===== src/rtl/tape_bridge.sv =====
// tape_bridge: client of the SDRAM controller's tape port.
// Download bytes from the IO controller are queued in a small write FIFO and
// written to SDRAM one at a time. Single-byte reads are fetched for the tape
// player. Level requests (tape_wr/tape_rd) are converted to the controller's
// toggle-ack handshake, with at most one access outstanding.
module tape_bridge #(
    parameter int FIFO_DEPTH = 4,   // write FIFO entries, power of two, >= 2
    parameter int SETTLE     = 16   // quiet clocks after reset before ack resync
) (
    input  logic        clk,
    input  logic        reset,
    // IO controller download side
    input  logic        ioctl_wr,
    input  logic [22:0] ioctl_addr,
    input  logic [7:0]  ioctl_dout,
    output logic        ioctl_wait,
    // tape player read side
    input  logic        play_req,
    input  logic [22:0] play_addr,
    output logic        play_busy,
    output logic [7:0]  play_dout,
    output logic        play_valid,
    // SDRAM controller tape port
    output logic [22:0] tape_addr,
    output logic [7:0]  tape_din,
    output logic        tape_wr,
    output logic        tape_rd,
    input  logic [7:0]  tape_dout,
    input  logic        tape_ack
);

    localparam int PTR_W = (FIFO_DEPTH > 1) ? $clog2(FIFO_DEPTH) : 1;
    localparam int CNT_W = PTR_W + 1;
    localparam int SET_W = $clog2(SETTLE + 1);

    localparam logic [CNT_W-1:0] COUNT_FULL = CNT_W'(FIFO_DEPTH);
    localparam logic [SET_W-1:0] SETTLE_END = SET_W'(SETTLE - 1);

    // FSM encoding
    localparam logic [1:0] ST_SETTLE = 2'd0;
    localparam logic [1:0] ST_IDLE   = 2'd1;
    localparam logic [1:0] ST_WR     = 2'd2;
    localparam logic [1:0] ST_RD     = 2'd3;

    // Each FIFO entry is {addr[22:0], data[7:0]}
    logic [30:0]       fifo_mem [FIFO_DEPTH];
    logic [PTR_W-1:0]  wr_ptr_reg;
    logic [PTR_W-1:0]  rd_ptr_reg;
    logic [CNT_W-1:0]  count_reg;
    logic [CNT_W-1:0]  count_next;
    logic              push;
    logic              pop;
    logic              fifo_empty;

    logic [1:0]        state_reg;
    logic [SET_W-1:0]  settle_reg;
    logic              ack_seen_reg;
    logic              ack_hit;
    logic [22:0]       pend_addr_reg;

    // Handshake and FIFO control decode
    always_comb begin
        ack_hit    = tape_ack ^ ack_seen_reg;
        fifo_empty = (count_reg == '0);
        // A strobe at full is dropped even if a pop happens in the same clock
        push       = ioctl_wr && (count_reg != COUNT_FULL);
        pop        = (state_reg == ST_WR) && ack_hit;
        count_next = count_reg;
        case ({push, pop})
            2'b10:   count_next = count_reg + CNT_W'(1);
            2'b01:   count_next = count_reg - CNT_W'(1);
            default: count_next = count_reg;
        endcase
    end

    // FIFO pointers, occupancy and the registered full flag
    always_ff @(posedge clk) begin
        if (reset) begin
            wr_ptr_reg <= '0;
            rd_ptr_reg <= '0;
            count_reg  <= '0;
            ioctl_wait <= 1'b0;
        end else begin
            if (push) begin
                wr_ptr_reg <= wr_ptr_reg + PTR_W'(1);
            end
            if (pop) begin
                rd_ptr_reg <= rd_ptr_reg + PTR_W'(1);
            end
            count_reg  <= count_next;
            // Computed from the next count so it always mirrors count==FIFO_DEPTH
            ioctl_wait <= (count_next == COUNT_FULL);
        end
    end

    // FIFO storage; contents need no reset because the count gates every read
    always_ff @(posedge clk) begin
        if (push) begin
            fifo_mem[wr_ptr_reg] <= {ioctl_addr, ioctl_dout};
        end
    end

    // Access sequencer: settle after reset, issue writes before reads,
    // and retire each access on the ack toggle
    always_ff @(posedge clk) begin
        if (reset) begin
            state_reg     <= ST_SETTLE;
            settle_reg    <= '0;
            ack_seen_reg  <= 1'b0;
            tape_wr       <= 1'b0;
            tape_rd       <= 1'b0;
            tape_addr     <= '0;
            tape_din      <= '0;
            play_busy     <= 1'b0;
            play_dout     <= 8'h00;
            play_valid    <= 1'b0;
            pend_addr_reg <= '0;
        end else begin
            play_valid <= 1'b0;

            // Read latch: only one read can be pending at a time
            if (play_req && !play_busy) begin
                pend_addr_reg <= play_addr;
                play_busy     <= 1'b1;
            end

            case (state_reg)
                ST_SETTLE: begin
                    // Let any access that was in flight at reset finish,
                    // then adopt the current ack level as the baseline
                    tape_wr <= 1'b0;
                    tape_rd <= 1'b0;
                    if (settle_reg == SETTLE_END) begin
                        ack_seen_reg <= tape_ack;
                        state_reg    <= ST_IDLE;
                    end else begin
                        settle_reg <= settle_reg + SET_W'(1);
                    end
                end
                ST_IDLE: begin
                    if (!fifo_empty) begin
                        {tape_addr, tape_din} <= fifo_mem[rd_ptr_reg];
                        tape_wr   <= 1'b1;
                        state_reg <= ST_WR;
                    end else if (play_busy) begin
                        tape_addr <= pend_addr_reg;
                        tape_rd   <= 1'b1;
                        state_reg <= ST_RD;
                    end
                end
                ST_WR: begin
                    if (ack_hit) begin
                        tape_wr      <= 1'b0;
                        ack_seen_reg <= tape_ack;
                        state_reg    <= ST_IDLE;
                    end
                end
                ST_RD: begin
                    if (ack_hit) begin
                        tape_rd      <= 1'b0;
                        play_dout    <= tape_dout;
                        play_valid   <= 1'b1;
                        play_busy    <= 1'b0;
                        ack_seen_reg <= tape_ack;
                        state_reg    <= ST_IDLE;
                    end
                end
                default: begin
                    state_reg <= ST_SETTLE;
                end
            endcase
        end
    end

endmodule

===== config.mk =====
export PLATFORM = sky130hd
export DESIGN_NAME = tape_bridge
export DESIGN_NICKNAME = d
export VERILOG_FILES = /design/src/rtl/tape_bridge.sv
export SDC_FILE = /design/constraint.sdc
export NUM_CORES = 1
export LEC_CHECK = 0
export ABC_AREA = 0
export CORE_MARGIN = 2
export CORE_UTILIZATION = 25
export DETAILED_ROUTE_END_ITERATION = 10
export GPL_TIMING_DRIVEN = 0
export PLACE_DENSITY = 0.44
export SYNTH_ARGS = -nofsm -noshare
export SYNTH_HDL_FRONTEND = slang
export SYNTH_SLANG_ARGS = --single-unit

===== constraint.sdc =====
create_clock -name clk -period 2.95 [get_ports clk]
set_input_delay 0.885 -clock clk [delete_from_list [all_inputs] [get_ports clk]]
set_output_delay 0.885 -clock clk [all_outputs]
set_load 0.01 [all_outputs]

==> results.json <==
{
  "status": "finished clean",
  "finalCriticalPeriod_ns": 2.82,
  "synthAdderAreaFrac_pct": 1.36,
  "synth.most_common_cell": "edfxtp_1",
  "io_buffers": 108,
  "synth_largest_area_cell": "edfxtp_1",
  "setup_tns_ns": 0,
  "grt_remaining_overflow": 0,
  "hold_buffers": 0,
  "post-cts-setup-buffers": 0,
  "postPlaceCellArea_sq_um": 9640,
  "synth_commonest_cells": "edfxtp_1, dfxtp_1, nand2_1",
  "antenna_left": 0,
  "finClkSkew_ns": 0.0123,
  "synthesis.nets": 613,
  "fillers": 3063,
  "synthMuxAreaShare_pct": 10.1,
  "cap_violations": 0,
  "die_w_um": 182,
  "finalMaxSlewViolations": 0,
  "worstSetupEndpointType": "flip-flop",
  "final_util_pct": 33.3,
  "wire_per_inst_um": 17.7,
  "die_h_um": 182,
  "fin_ws_ns": 0.133,
  "cts.clk_slew.worst_paths_ns": 0.06,
  "fin_area_sq_um": 10500,
  "synth_area_leaders": "edfxtp_1, dfxtp_1, mux4_2",
  "grt_max_degree": 17,
  "pre_cts_ws_ns": -0.468,
  "antenna_found_initial": 0,
  "ys.flop_type": "edfxtp_1",
  "coreArea_sq_um": 31400,
  "yosysUniqueCellTypes": 41,
  "routed_wl_mm": 19.4,
  "synth_edf_count": 124,
  "largest_reg_flops": 124,
  "hp-class": "reg2reg",
  "synth_xor_area_share_pct": 0.552,
  "start_kind": "input pin",
  "critical_path.max_fanout": 9,
  "final-setup-viol-count": 0,
  "hold_viol_final": 0,
  "worstMarginPinSlew_ns": 0.743,
  "hold_slack_ns": 0.460,
  "clock_path_buffers": 3,
  "drive_gt1_share_pct": 14.7,
  "vias": 4866,
  "hpwlAfterDp_mm": 13.4,
  "ioPinCount": 111,
  "cts.htree.levels": 1,
  "cp_data_required_time_ns": 3.35,
  "nets": 752,
  "p_total_mw": 6.66,
  "antenna_cells": 0,
  "ir_drop_uv": 352,
  "synth_compound_area_share_pct": 8.49,
  "clock_latency_ns": 0.53,
  "fmax_ghz": 0.355,
  "synth_cells": 538,
  "critical_path_arrival_ns": 3.21,
  "netlist_area_sq_um": 7940,
  "clock_sinks": 208,
  "synth_top_family_by_area": "multiplexers",
  "dpl.cell_count": 1052,
  "vias_per_cell": 4.43,
  "layout.cells.non_filler": 1098,
  "leakagePower_nw": 3.49,
  "globalplace.congestion": 0.781,
  "max-slew-margin-rel_pct": 50.5,
  "synthSimpleGateAreaFrac_pct": 9.05,
  "initial_core_util_pct": 25.3,
  "dr.pass1.iters": 5,
  "seq_area_frac_synth_pct": 68.1,
  "rsz0062_at_grt": "false",
  "grt_pass1_wl_mm": 29.8,
  "cts_tree": "built",
  "power_density_nw_per_um2": 637,
  "synthArstFlopShare_pct": 0,
  "grt_util_all_layers_pct": 11.6,
  "rows": 65,
  "period_share_pct": 95.5,
  "drt_iter0_drc": 216,
  "syn2layout_area_growth_pct": 31.8,
  "ys_ff_latch": 208,
  "syn_area_per_cell_sq_um": 14.8,
  "dieArea_sq_um": 33200,
  "yosys_warnings": 0,
  "synth_top_area_share_pct": 46.9,
  "grt_pass1_vias": 5144,
  "route.detailed.drc": 0,
  "numCtsBuffers": 25,
  "root_buffer": "clkbuf_16",
  "critPathKind": "in2reg"
}
## area by class of cell
cell class	count	area, sq um	share of cell area [%]
clock inverter	8	104	0.992
clock buffer	38	714	6.83
inverter	7	26.3	0.251
multi-input combinational	289	2360	22.5
buffer	34	164	1.57
timing repair buffer	112	1190	11.4
tap	402	503	4.81
sequential	208	5410	51.7
## timing repair
| action | in CTS | in global routing |
|---|---|---|
| gates resized for setup | 0 | 1 |
| hold endpoints to repair | 0 | 0 |
| setup endpoints to repair | 0 | 1 |
## where the power goes
group | switching [mW] | total, mW | internal, mW
Clock | 1.18 | 3.03 | 1.85
Combinational | 0.226 | 0.411 | 0.184
Sequential | 0.0383 | 3.22 | 3.18
## critical path: stages
cell and delay (ns):
clkdlybuf4s50_1 0.46, xnor2_2 0.24, nor2_1 0.17, ha_1 0.19
inv_1 0.06, fa_1 0.37, xor2_1 0.16, or3_1 0.33
a211oi_1 0.35
## cells in the final DEF, fill, tap and decap left out, types with 6 or more instances in the layout
| master | instances |
|---|---|
| nor2_1 | 10 |
| clkbuf_16 | 25 |
| nand2_1 | 69 |
| dfxtp_1 | 84 |
| and3_1 | 15 |
| mux2i_1 | 9 |
| clkdlybuf4s50_1 | 108 |
| inv_1 | 7 |
| a221o_1 | 13 |
| a21oi_1 | 44 |
| a311oi_2 | 10 |
| clkbuf_1 | 29 |
| ha_1 | 7 |
| edfxtp_1 | 124 |
| a22o_1 | 8 |
| nand2b_1 | 19 |
| mux4_2 | 31 |
| nor2b_1 | 6 |
## logic make-up after synthesis
group | Yosys count
xor+xnor | 5
compound gates | 90
buf+inv | 41
simple gates | 145
fa+ha+maj | 8
mux | 41
flops | 208
## routing by layer
layer | GRT usage [%] | vias up | routed length, um
li1 | - | 2314 | -
met3 | 3.01 | 27 | 1040
met2 | 20.4 | 103 | 9460
met5 | 0 | - | 0
met1 | 14.1 | 2422 | 8500
met4 | 3.03 | 0 | 393
## path summary, 6_finish.rpt
check / from / to / slack, ns / cells after the start
hold reg to reg: pend_addr_reg[1] / pend_addr_reg[1] / 0.46 / 2
setup / recovery: tape_ack / ioctl_wait / 0.13 / 9
setup reg to reg: count_reg[2] / ioctl_wait / 0.21 / 9
hold / removal: pend_addr_reg[1] / pend_addr_reg[1] / 0.46 / 2
No activity file was read; power rests on OpenSTA's default activity.
